===== src/rtl/fp_misc_pipe.sv =====
// rtl/fp_misc_pipe.sv - FP move/sign-inject/min-max/I2F staging unit with a buffered writeback port
// Result is registered once, then queued in a DEPTH-entry FIFO in front of the shared writeback port.
module fp_misc_pipe #(
  parameter int FLEN     = 64,
  parameter int XLEN     = 32,
  parameter int DEPTH    = 2,
  parameter int ID_WIDTH = 3
) (
  input  logic                clk,
  input  logic                rst_n,
  input  logic                flush,
  input  logic                issue_valid,
  output logic                issue_ready,
  input  logic [2:0]          issue_op,
  input  logic                issue_single,
  input  logic [ID_WIDTH-1:0] issue_id,
  input  logic [FLEN-1:0]     rs1,
  input  logic [FLEN-1:0]     rs2,
  input  logic [XLEN-1:0]     int_rs,
  output logic                wb_valid,
  input  logic                wb_ack,
  output logic [ID_WIDTH-1:0] wb_id,
  output logic [FLEN-1:0]     wb_rd,
  output logic                wb_nv,
  output logic [6:0]          wb_clz,
  output logic                wb_int_zero
);

  localparam int PW = $clog2(DEPTH);
  localparam int CW = PW + 1;
  localparam int EW = ID_WIDTH + FLEN + 9;

  localparam logic [2:0] OP_FMV    = 3'b000;
  localparam logic [2:0] OP_FSGNJ  = 3'b001;
  localparam logic [2:0] OP_FSGNJN = 3'b010;
  localparam logic [2:0] OP_FSGNJX = 3'b011;
  localparam logic [2:0] OP_FMIN   = 3'b100;
  localparam logic [2:0] OP_FMAX   = 3'b101;
  localparam logic [2:0] OP_I2F    = 3'b110;

  function automatic logic [31:0] unbox(input logic [FLEN-1:0] v);
    return (&v[FLEN-1:32]) ? v[31:0] : 32'h7FC0_0000;
  endfunction

  function automatic logic [FLEN-1:0] box(input logic [31:0] v);
    return {{(FLEN-32){1'b1}}, v};
  endfunction

  function automatic logic is_nan(input logic [63:0] v, input logic sp);
    return sp ? ((&v[30:23]) && (v[22:0] != 23'h0))
              : ((&v[62:52]) && (v[51:0] != 52'h0));
  endfunction

  function automatic logic is_snan(input logic [63:0] v, input logic sp);
    return is_nan(v, sp) && !(sp ? v[22] : v[51]);
  endfunction

  // Sign-magnitude ordering; differing signs put -0 below +0.
  function automatic logic lt_sm(input logic [63:0] a, input logic [63:0] b, input logic sp);
    logic        sa, sb;
    logic [62:0] ma, mb;
    sa = sp ? a[31] : a[63];
    sb = sp ? b[31] : b[63];
    ma = sp ? {32'h0, a[30:0]} : a[62:0];
    mb = sp ? {32'h0, b[30:0]} : b[62:0];
    if (sa != sb) return sa;
    return sa ? (ma > mb) : (ma < mb);
  endfunction

  logic [63:0]     a_w, b_w, pick;
  logic            sa, sb, sgn;
  logic [XLEN-1:0] mag;
  logic [FLEN-1:0] res_rd;
  logic            res_nv, res_zero;
  logic [6:0]      res_clz;

  always_comb begin
    a_w      = issue_single ? {32'h0, unbox(rs1)} : rs1[63:0];
    b_w      = issue_single ? {32'h0, unbox(rs2)} : rs2[63:0];
    sa       = issue_single ? a_w[31] : a_w[63];
    sb       = issue_single ? b_w[31] : b_w[63];
    sgn      = 1'b0;
    pick     = 64'h0;
    mag      = '0;
    res_rd   = '0;
    res_nv   = 1'b0;
    res_clz  = 7'd0;
    res_zero = 1'b0;
    case (issue_op)
      OP_FMV: res_rd = issue_single ? box(int_rs[31:0]) : FLEN'(int_rs);
      OP_FSGNJ, OP_FSGNJN, OP_FSGNJX: begin
        sgn    = (issue_op == OP_FSGNJ) ? sb : (issue_op == OP_FSGNJN) ? ~sb : (sa ^ sb);
        res_rd = issue_single ? box({sgn, a_w[30:0]}) : {sgn, a_w[62:0]};
      end
      OP_FMIN, OP_FMAX: begin
        res_nv = is_snan(a_w, issue_single) || is_snan(b_w, issue_single);
        if (is_nan(a_w, issue_single) && is_nan(b_w, issue_single))
          pick = issue_single ? 64'h0000_0000_7FC0_0000 : 64'h7FF8_0000_0000_0000;
        else if (is_nan(a_w, issue_single))
          pick = b_w;
        else if (is_nan(b_w, issue_single))
          pick = a_w;
        else
          pick = (lt_sm(a_w, b_w, issue_single) == (issue_op == OP_FMIN)) ? a_w : b_w;
        res_rd = issue_single ? box(pick[31:0]) : pick;
      end
      default: begin
        // I2F/I2FU: magnitude staged for the shared normalise/round stage downstream.
        sgn    = (issue_op == OP_I2F) && int_rs[XLEN-1];
        mag    = sgn ? (~int_rs + XLEN'(1)) : int_rs;
        res_rd = FLEN'(mag);
        res_rd[FLEN-1] = res_rd[FLEN-1] | sgn;
        res_clz = 7'(XLEN);
        for (int i = 0; i < XLEN; i++)
          if (mag[i]) res_clz = 7'(XLEN - 1 - i);
        res_zero = (mag == '0);
      end
    endcase
  end

  logic            st_valid;
  logic [EW-1:0]   st_ent;
  logic [EW-1:0]   buf_mem [DEPTH];
  logic [PW-1:0]   wr_ptr, rd_ptr;
  logic [CW-1:0]   buf_count;
  logic [CW:0]     occ;
  logic            accept, push, pop;
  logic [EW-1:0]   head;

  assign occ         = {1'b0, buf_count} + {{CW{1'b0}}, st_valid};
  assign issue_ready = occ < (CW+1)'(DEPTH);
  assign accept      = issue_valid && issue_ready;
  assign push        = st_valid;
  assign wb_valid    = buf_count != '0;
  assign pop         = wb_valid && wb_ack;
  assign head        = buf_mem[rd_ptr];
  assign {wb_id, wb_rd, wb_nv, wb_clz, wb_int_zero} = wb_valid ? head : '0;

  always_ff @(posedge clk or negedge rst_n) begin
    if (!rst_n) begin
      st_valid  <= 1'b0;
      st_ent    <= '0;
      wr_ptr    <= '0;
      rd_ptr    <= '0;
      buf_count <= '0;
    end else if (flush) begin
      st_valid  <= 1'b0;
      wr_ptr    <= '0;
      rd_ptr    <= '0;
      buf_count <= '0;
    end else begin
      st_valid <= accept;
      if (accept) st_ent <= {issue_id, res_rd, res_nv, res_clz, res_zero};
      if (push) wr_ptr <= wr_ptr + PW'(1);
      if (pop) rd_ptr <= rd_ptr + PW'(1);
      buf_count <= buf_count + CW'(push) - CW'(pop);
    end
  end

  // Storage needs no reset: outputs are masked while the buffer is empty.
  always_ff @(posedge clk) begin
    if (push && !flush) buf_mem[wr_ptr] <= st_ent;
  end

endmodule

===== config.mk =====
export PLATFORM = sky130hd
export DESIGN_NAME = fp_misc_pipe
export DESIGN_NICKNAME = d
export VERILOG_FILES = /design/src/rtl/fp_misc_pipe.sv
export SDC_FILE = /design/constraint.sdc
export NUM_CORES = 1
export LEC_CHECK = 0
export CORE_ASPECT_RATIO = 1.25
export CORE_MARGIN = 2
export CORE_UTILIZATION = 55
export CTS_BUF_LIST = sky130_fd_sc_hd__clkbuf_4 sky130_fd_sc_hd__clkbuf_8
export DETAILED_ROUTE_END_ITERATION = 10
export PLACE_DENSITY = 0.88
export SLEW_MARGIN = 30
export SYNTH_ARGS = -nofsm -noshare
export SYNTH_HDL_FRONTEND = slang
export SYNTH_SLANG_ARGS = --single-unit

===== constraint.sdc =====
create_clock -name clk -period 20.5 [get_ports clk]
set_clock_uncertainty 0.1 [all_clocks]
set_input_delay 4.1 -clock clk [delete_from_list [all_inputs] [get_ports clk]]
set_output_delay 4.1 -clock clk [all_outputs]
set_load 0.01 [all_outputs]

==> results of run 1 <==
==> final cells by class <==
| type | instances | area (sq um) | area share, % |
|---|---|---|---|
| multi-input cells | 1260 | 7890 | 42.9 |
| repair buffers | 266 | 2610 | 14.2 |
| inverters | 40 | 150 | 0.816 |
| clock buffers | 51 | 646 | 3.51 |
| well taps | 345 | 432 | 2.35 |
| clock inverters | 17 | 163 | 0.884 |
| flip-flops and latches | 230 | 6510 | 35.4 |
==> worst max-delay path: stages <==
cell and delay [ns]:
clkdlybuf4s50_1 0.61, nand4_1 0.12, nor3_1 0.61, nand3_1 0.25, nand2_1 0.74, nand2_1 0.23
inv_1 0.13, ha_1 0.25, a21oi_1 0.16, a2bb2oi_1 0.18, a221o_1 0.16, a41oi_1 0.12
a211oi_1 0.30, o211ai_1 0.17, a21oi_1 0.28, a211oi_4 0.14, o21ai_4 0.62, buf_4 0.73
mux2i_1 0.17, a221o_1 0.34
==> worst max-delay path by stage <==
stage,start,endpoint,slack (ns),depth (start not counted)
after floorplan,flush,buf_mem[1][0],10.25,1
after detailed placement,rs1[55],st_ent[58],9.99,20
after CTS,rs1[55],st_ent[58],10.58,20
after global routing,rs1[55],st_ent[16],10.09,20
final,rs1[55],st_ent[15],10.39,20
after global placement,rs1[55],st_ent[58],10.10,20
==> cells in the mapped netlist, types with 7 or more instances <==
cell type | n | area share [%]
a21o_1 | 8 | 0.40
a21oi_1 | 135 | 4.5
a221o_1 | 17 | 1.1
a22oi_1 | 33 | 1.7
a31oi_1 | 17 | 0.71
and2_1 | 26 | 1.1
and4_1 | 7 | 0.41
buf_1 | 18 | 0.45
clkbuf_1 | 83 | 2.1
dfrtp_1 | 80 | 13
edfxtp_1 | 150 | 30
ha_1 | 67 | 5.6
inv_1 | 39 | 0.98
mux2i_1 | 106 | 7.1
nand2_1 | 179 | 4.5
nand3_1 | 23 | 0.77
nand4_1 | 30 | 1.3
nor2_1 | 231 | 5.8
nor2b_1 | 34 | 1.4
nor3_1 | 54 | 1.8
nor3b_1 | 8 | 0.40
nor4_1 | 28 | 1.2
o211ai_1 | 9 | 0.45
o21ai_0 | 39 | 1.3
o21ai_1 | 16 | 0.54
o221ai_1 | 10 | 0.59
o22ai_1 | 18 | 0.75
o31a_1 | 8 | 0.47
o31ai_1 | 16 | 0.80
or2_2 | 12 | 0.50
or3_1 | 9 | 0.38
xnor2_1 | 23 | 1.3
xor2_1 | 12 | 0.70
==> power groups by stage <==
stage | clock (W) | sequential (W) | combinational [W]
finish | 0.000436 | 0.000671 | 0.000582
global route | 0.000459 | 0.000677 | 0.000630
CTS | 0.000440 | 0.000668 | 0.000579
detailed placement | 0 | 0.000677 | 0.000576
global placement | 0 | 0.000670 | 0.000564
floorplan | 0 | 0.000637 | 0.000333
==> sequential cells by signal, indices dropped and copies added (netlist names) <==
name       cells
buf_mem      150
st_ent        75
buf_count      2
push           1
rd_ptr         1
wr_ptr         1
==> through the flow <==
stage	hold slack [ns]	cells	util, %	power, W
2_1_floorplan	0.337	1639	-	0.000970
3_3_place_gp	0.348	2141	65.7	0.00123
3_5_place_dp	0.358	2141	65.7	0.00125
4_1_cts	0.373	2209	68.7	0.00169
5_1_grt	0.387	2209	68.8	0.00177
6_report	0.372	2209	68.8	0.00169
==> cell usage in the layout, fill, tap and decap left out, types with 23 or more instances in the layout <==
cell             count
nand4_1             30
nand2_1            179
clkdlybuf4s50_1    245
nor2_1             228
nor3_1              53
nor4_1              28
nor2b_1             34
nand3_1             23
a22oi_1             33
ha_1                67
edfxtp_1           150
o21ai_0             38
mux2i_1            106
and2_1              26
a21oi_1            135
xnor2_1             23
dfrtp_1             79
inv_1               39
clkbuf_8            42
==> routing by layer <==
metal  up-vias  wire length, um  GRT usage [%]
met3       210             4810           5.84
met1      6837            19300           46.3
li1       6413                -              -
met4         0             2850           18.5
met5         -                0              0
met2       955            24400           57.0
==> cells by family after synthesis <==
family,after synthesis,share of synthesized area [%]
simple gates,670,21.1
fa+ha+maj,67,5.61
buf+inv,149,3.90
compound gates,377,16.4
other cells,1,0.0251
xor+xnor,35,2.05
flops,230,43.6
mux,110,7.41
==> results.cfg, run 1 <==
[drt]
antenna_left = 0
via_per_inst = 6.53
vias = 14415
routed_wl_um = 51300
drt_iter0_drc = 1520
route.detailed.drc = 0
first_pass_iters = 6
drt-wirelength-per-cell_um = 23.2

[power_and_ir_drop]
powerDensity_nw_per_um2 = 91.8
sw_frac_of_total_pct = 33.9
p_switching_w = 0.000573
ir_drop_mv = 0.0556
internal-power_w = 0.00112
combPwrFrac_pct = 34.4
p_leak_nw = 6.99
pwr-share-seq_pct = 39.7
pwr-share-clk_pct = 25.8

[sta]
finalSetupViolCount = 0
fmax_ghz = 0.0989
final_max_slew_viol_count = 0
slew_headroom_pct = 33.9
tightest_slew_ns = 0.985
rsz0062_at_grt = false
fin_crit_sh_pct = 49.3
finalHoldViolations = 0
setup_slack_ns = 10.39
fin_setup_tns_ns = 0
period_needed_ns = 10.11

[min_path]
whs_endpoint = buf_mem[1][48]
min_from = st_ent[48]
hp-class = reg -> reg
min_path_cells = 0

[floorplanning]
num_rows = 67
pin_count = 250
die_w_um = 151
fp.dieArea_sq_um = 28500
die_h_um = 188
initial_core_util_pct = 55.9
core_area_sq_um = 26700

[logic_synthesis]
synthCells = 1639
yosysSeqAreaShare_pct = 43.6
async_reset_ff_share_pct = 34.8
netlist_area_sq_um = 14900
synth_seq_cells = 230
ys_warn_count = 0
synth-edff-count = 150
synth_cell_types = 70
syn-mean-instance-area_sq_um = 9.11
syn_nets = 1878
synth_top_flop_cell = edfxtp_1

[placed_design]
port_buffers = 248
dpl-instance-area_sq_um = 17600
dp_hpwl_um = 37300
pre_cts_ws_ns = 9.99
gp_congestion = 1.08

[worst_setup_path]
reg2regPathDepth = 7
start_kind = primary input
endpoint_kind = register
criticalPathCategory = in -> reg
r2r_slack_ns = 17.03
arrival_ns = 10.45
r2r-end = st_ent[41]
critPathRequiredTime_ns = 20.84
path_max_fanout = 53
timing.rr.start = buf_count[0]

[final_layout]
diodes = 0
nFillCells = 2120
finalInstanceArea_sq_um = 18400
nNetsFinal = 2075
drive_above_1_share_pct = 6.06
syn_to_final_growth_pct = 23.2

[clocking]
cts_buffers = 38
clk_latency_ns = 0.58
post_cts_resized = 0
cts_root_buf = clkbuf_8
clk_pin_slew_ns = 0.06
cts_sinks = 230
cts_tree = done
max-clock-path-buffers = 3
ctsHoldBuffers = 0
cts_setup_buffers = 0
htreeDepth = 2

[global_routing]
track_usage_pct = 35.6
grt_max_degree = 80
grt_antenna_before_repair = 1
grt_pass1_wl_um = 77300
grt_overflow = 0
grt_pass1_vias = 13827

[run_status]
run_status = complete, no violations

[run]
max_cap_violations = 0
Note: power is estimated with default switching activity, not from simulation.
==> run 2, diff against run 1 <==
==> constraint.sdc (replaced) <==
create_clock -name clk -period 10.5 [get_ports clk]
set_clock_uncertainty 0.1 [all_clocks]
set_input_delay 2.1 -clock clk [delete_from_list [all_inputs] [get_ports clk]]
set_output_delay 2.1 -clock clk [all_outputs]
set_load 0.01 [all_outputs]
==> run 2 against run 1 <==
Against the previous run:
- routed wire length fell by 1.2%
- final area rose by 0.27%
- sequential share of layout area shrank 0.096 points
- clock power grew 110%
- first-iteration DRC count up 14%
- worst setup slack worse by 7.9 ns
- clock-buffer cell count shrank 3
- register-to-register slack worse by 9.9 ns
- die area did not move
- core utilization increased by 0.19 points
- largest cell class unchanged
- highest routed layer unchanged
==> results.cfg, run 2 (synthesized netlist as in run 1, its figures left out) <==
[final_layout]
nFillCells = 2071
nNetsFinal = 2075
final_cell_mix = 245 x clkdlybuf4s50_1, 228 x nor2_1, 179 x nand2_1, 150 x edfxtp_1, 135 x a21oi_1
fin_util_pct = 69.0
regMostFlops = buf_mem
top_regs = buf_mem x150, st_ent x75, buf_count x2
diodes = 0
multi_input_area_sq_um = 7880
drive_above_1_share_pct = 6.06
largest_register_ffs = 150
seq_area_sq_um = 6510
syn_to_final_growth_pct = 23.5
layout_commonest_cell = clkdlybuf4s50_1

[power_and_ir_drop]
combPwrFrac_pct = 34.1
ir_drop_mv = 0.130
pwr-share-clk_pct = 26.9
powerDensity_nw_per_um2 = 181
sw_frac_of_total_pct = 33.5
p_leak_nw = 7.01
internal-power_w = 0.00222
p_switching_w = 0.00112
pwr-share-seq_pct = 39.0

[sta]
tightest_slew_ns = 0.988
slew_headroom_pct = 33.9
fin_setup_tns_ns = 0
rsz0062_at_grt = false
fin_crit_sh_pct = 76.0
period_needed_ns = 7.99
final_max_slew_viol_count = 0
finalHoldViolations = 0
finalSetupViolCount = 0
fmax_ghz = 0.125
setup_slack_ns = 2.51

[clocking]
cts_sinks = 230
clk_latency_ns = 0.57
htreeDepth = 2
cts_setup_buffers = 0
cts_buffers = 37
clk_pin_slew_ns = 0.07
ctsHoldBuffers = 0
cts_root_buf = clkbuf_8
post_cts_resized = 0
cts_tree = done
max-clock-path-buffers = 3

[worst_setup_path]
criticalPathCategory = in -> reg
path_max_fanout = 30
arrival_ns = 8.34
endpoint_kind = register
critPathRequiredTime_ns = 10.85
start_kind = primary input

[drt]
route.detailed.drc = 0
drt_iter0_drc = 1730
first_pass_iters = 6
vias = 14448
routed_wl_um = 50700
via_per_inst = 6.54
drt-wirelength-per-cell_um = 22.9
antenna_left = 0

[placed_design]
pre_cts_ws_ns = 2.16
gp_congestion = 1.04
dp_hpwl_um = 36700
port_buffers = 248

[floorplanning]
fp.dieArea_sq_um = 28500
initial_core_util_pct = 55.9
die_w_um = 151
core_area_sq_um = 26700
num_rows = 67
die_h_um = 188
pin_count = 250

[global_routing]
grt_antenna_before_repair = 0
grt_overflow = 0
grt_max_degree = 76
grt_pass1_vias = 13979
track_usage_pct = 34.9
grt_pass1_wl_um = 76400

[min_path]
hp-class = reg -> reg

[run]
max_cap_violations = 0

[run_status]
run_status = complete, no violations
==> run 2: cell count changes in the layout (fill, tap and decap cells not counted) <==
cell,before,now
bufinv_16,3,5
a31oi_1,15,16
clkbuf_4,9,6
buf_6,0,1
clkinv_4,0,1
inv_6,1,0
clkinvlp_4,2,3
a31oi_2,2,1
==> run 2: power by group through the flow <==
stage                     logic (W)  registers, W  clock network [W]
final                       0.00114       0.00130           0.000897
after global routing        0.00123       0.00131           0.000940
after CTS                   0.00113       0.00130           0.000900
after detailed placement    0.00113       0.00131                  0
after global placement      0.00111       0.00130                  0
after floorplan            0.000651       0.00124                  0
==> run 2: through the flow <==
| stage | power (W) | instances | hold WS [ns] | instance area, sq um |
|---|---|---|---|---|
| 6_report | 0.00334 | 2210 | 0.364 | 18400 |
| 5_1_grt | 0.00348 | 2210 | 0.381 | 18400 |
| 4_1_cts | 0.00333 | 2210 | 0.371 | 18400 |
| 3_5_place_dp | 0.00244 | 2142 | 0.356 | 17600 |
| 3_3_place_gp | 0.00241 | 2142 | 0.348 | 17600 |
| 2_1_floorplan | 0.00189 | 1639 | 0.337 | 14900 |
==> run 2: critical path, cell delays in order <==
cell and delay, ns:
clkdlybuf4s50_1 0.65, nand4_1 0.20, nor4_1 0.67, nand3_1 0.16
nand2_1 0.72, nand2_1 0.32, ha_1 0.37, nand3_1 0.11
a2bb2oi_1 0.18, a221o_1 0.16, a41oi_1 0.12, a211oi_1 0.30
o211ai_1 0.15, a21oi_1 0.27, a211oi_4 0.14, o21ai_4 0.61
buf_4 0.53, nor3_1 0.14, a221o_1 0.39
==> run 2: metal layers <==
metal  part of all wire, %  routed length [um]  global-route usage, %
met3                    11                5330                   7.17
met4                   6.3                3170                   19.7
met1                    37               19000                   44.7
met2                    46               23200                   54.9
met5                     0                   0                      0
==> run 2: final timing paths <==
path | from | endpoint | slack (ns) | depth (start not counted)
min in group asynchronous | rst_n | st_ent[18] | 1.35 | 1
max in group asynchronous | rst_n | rd_ptr | 7.65 | 2
hold / removal | st_ent[41] | buf_mem[1][41] | 0.36 | 0
hold reg to reg | st_ent[41] | buf_mem[1][41] | 0.36 | 0
setup / recovery | rs2[35] | st_ent[56] | 2.51 | 19
setup reg to reg | buf_count[0] | st_ent[60] | 7.09 | 10
==> run 2: layout make-up <==
cell class / instances / share of cell area [%]
clock buffers: 48 / 3.38
clock inverters: 20 / 1.25
inverters: 40 / 0.814
multi-input cells: 1260 / 42.7
flip-flops and latches: 230 / 35.3
well taps: 345 / 2.34
repair buffers: 267 / 14.2
==> run 3, diff against run 2 <==
--- a/config.mk
+++ b/config.mk
@@ -7,10 +7,10 @@
 export LEC_CHECK = 0
 export CORE_ASPECT_RATIO = 1.25
 export CORE_MARGIN = 2
-export CORE_UTILIZATION = 55
+export CORE_UTILIZATION = 50
 export CTS_BUF_LIST = sky130_fd_sc_hd__clkbuf_4 sky130_fd_sc_hd__clkbuf_8
 export DETAILED_ROUTE_END_ITERATION = 10
-export PLACE_DENSITY = 0.88
+export PLACE_DENSITY = 0.85
 export SLEW_MARGIN = 30
 export SYNTH_ARGS = -nofsm -noshare
 export SYNTH_HDL_FRONTEND = slang
==> constraint.sdc (replaced) <==
create_clock -name clk -period 7.04 [get_ports clk]
set_clock_uncertainty 0.1 [all_clocks]
set_input_delay 1.408 -clock clk [delete_from_list [all_inputs] [get_ports clk]]
set_output_delay 1.408 -clock clk [all_outputs]
set_load 0.01 [all_outputs]
==> run 3 against run 2 <==
Against the previous run:
- die area up 9.8%
- non-clock buffer count up 19
- critical path depth up 1
- power up 46%
- global-route usage down 2.6 points
- via count down 1.5%
- sequential cell count unchanged
- core utilization down 5.5 points
- critical endpoint unchanged
==> results.cfg, run 3 (synthesized netlist as in run 1, its figures left out) <==
[floorplanning]
num_rows = 70
fp.dieArea_sq_um = 31300
die_w_um = 159
initial_core_util_pct = 50.9
pin_count = 250
die_h_um = 197
core_area_sq_um = 29300

[clocking]
cts_buffers = 37
cts_tree = done
cts_root_buf = clkbuf_8
post_cts_resized = 0
htreeDepth = 2
clk_latency_ns = 0.55
clk_pin_slew_ns = 0.06
cts_setup_buffers = 0
max-clock-path-buffers = 3
cts_sinks = 230
ctsHoldBuffers = 0

[run_status]
run_status = complete, no violations

[global_routing]
track_usage_pct = 32.3
grt_max_degree = 77
grt_pass1_vias = 13910
grt_pass1_wl_um = 77200
grt_antenna_before_repair = 0
grt_overflow = 0

[worst_setup_path]
slowest_delay_ns = 0.70
critPathRequiredTime_ns = 7.37
crit_buf_inv = 4
reg2regPathDepth = 9
start_kind = primary input
crit_chain = clkdlybuf4s50_1 > nand4_1 > nor4_1 > nand3_1 > nand2_1 > buf_12 > nand2_1 > inv_1 > ha_1 > a21oi_1 > o21ai_0 > a221o_1 > a211oi_1 > o211ai_1 > a21oi_1 > a211oi_4 > o21ai_4 > buf_12 > nor3_1 > a221o_1
arrival_ns = 6.80
criticalPathCategory = in -> reg
crit_slowest_cell = clkdlybuf4s50_1
crit_cells = 20
crit_family = compound AO/OA/AOI/OAI gates
path_max_fanout = 23
endpoint_kind = register

[power_and_ir_drop]
powerDensity_nw_per_um2 = 262
internal-power_w = 0.00325
p_total_w = 0.00487
p_leak_nw = 7.11
combPwrFrac_pct = 34.5
pwr-share-clk_pct = 25.2
p_switching_w = 0.00162
pwr-share-seq_pct = 40.4
sw_frac_of_total_pct = 33.2
ir_drop_mv = 0.285

[final_layout]
syn_to_final_growth_pct = 24.7
nFillCells = 2487
top_regs = buf_mem x150, st_ent x75, buf_count x2
finalInstanceArea_sq_um = 18600
multi_input_area_sq_um = 7880
largest_register_ffs = 150
diodes = 0
drive_above_1_share_pct = 6.81
regMostFlops = buf_mem
final_cell_mix = 245 x clkdlybuf4s50_1, 230 x nor2_1, 179 x nand2_1, 150 x edfxtp_1, 135 x a21oi_1
layout_commonest_cell = clkdlybuf4s50_1
nNetsFinal = 2094
fin_util_pct = 63.5
seq_area_sq_um = 6510

[placed_design]
dpl-instance-area_sq_um = 17900
port_buffers = 248
dp_hpwl_um = 38200
gp_congestion = 1.00

[sta]
hold_ws_ns = 0.368
fmax_ghz = 0.154
period_needed_ns = 6.47
final_max_slew_viol_count = 0
fin_setup_tns_ns = 0
slew_headroom_pct = 39.1
fin_crit_sh_pct = 91.9
finalHoldViolations = 0
tightest_slew_ns = 0.909
finalSetupViolCount = 0
rsz0062_at_grt = false

[drt]
drt_iter0_drc = 1455
antenna_left = 0
drt-wirelength-per-cell_um = 22.3
route.detailed.drc = 0
routed_wl_um = 50800
via_per_inst = 6.26
vias = 14237
first_pass_iters = 6

[min_path]
hp-class = reg -> reg
min_path_cells = 0

[run]
max_cap_violations = 0
run 3: changes by cell type in the layout (fill, tap and decap cells not counted), moves of 2 or more:
cell        before  now
buf_4           19   34
clkbuf_4         6   15
bufinv_16        5    3
clkinvlp_4       3    0
buf_12           0    5
nor2_2           2    0
nor2_1         228  230
clkbuf_8        42   39
clkinv_1         6    3
run 3: stage by stage:
| step | cells | setup WS [ns] |
|---|---|---|
| 2_1_floorplan | 1639 | 1.70 |
| 3_3_place_gp | 2212 | 0.342 |
| 3_5_place_dp | 2212 | 0.249 |
| 4_1_cts | 2276 | 0.813 |
| 5_1_grt | 2276 | 0.393 |
| 6_report | 2276 | 0.567 |
run 3: cell type report:
class                           instances  share of cell area (%)
Tap cell                              396                    2.66
Sequential cell                       230                    34.9
Clock buffer                           54                    3.49
Multi-Input combinational cell       1260                    42.3
Clock inverter                         10                   0.658
Inverter                               40                   0.806
Timing Repair Buffer                  286                    15.1
run 3: worst register-to-register path, delay by kind of cell, from the launching register on:
kind            cells  cell delay (ns)
flops               1             0.42
buf+inv             3             1.13
simple gates        1             0.10
compound gates      5             0.96
run 3: power by group through the flow:
stage	Sequential, W	Clock, W	Combinational [W]
floorplan	0.00185	0	0.000972
global placement	0.00196	0	0.00164
detailed placement	0.00199	0	0.00168
CTS	0.00196	0.00124	0.00168
global route	0.00198	0.00130	0.00182
finish	0.00197	0.00123	0.00168
run 3: layer usage:
metal / vias to the layer above / wire, um / GRT usage [%]
li1: 6464 / - / -
met1: 6799 / 19700 / 42.0
met2: 800 / 23800 / 51.3
met3: 174 / 4650 / 6.19
met4: 0 / 2610 / 16.4
met5: - / 0 / 0
run 3: worst paths after layout:
check / start / slack (ns) / to
setup / recovery: rs1[34] / 0.57 / st_ent[56]
min in group asynchronous: rst_n / 0.78 / st_ent[17]
hold / removal: st_ent[58] / 0.37 / buf_mem[1][58]
hold reg to reg: st_ent[58] / 0.37 / buf_mem[1][58]
setup reg to reg: buf_count[0] / 4.18 / st_ent[67]
max in group asynchronous: rst_n / 4.95 / rd_ptr
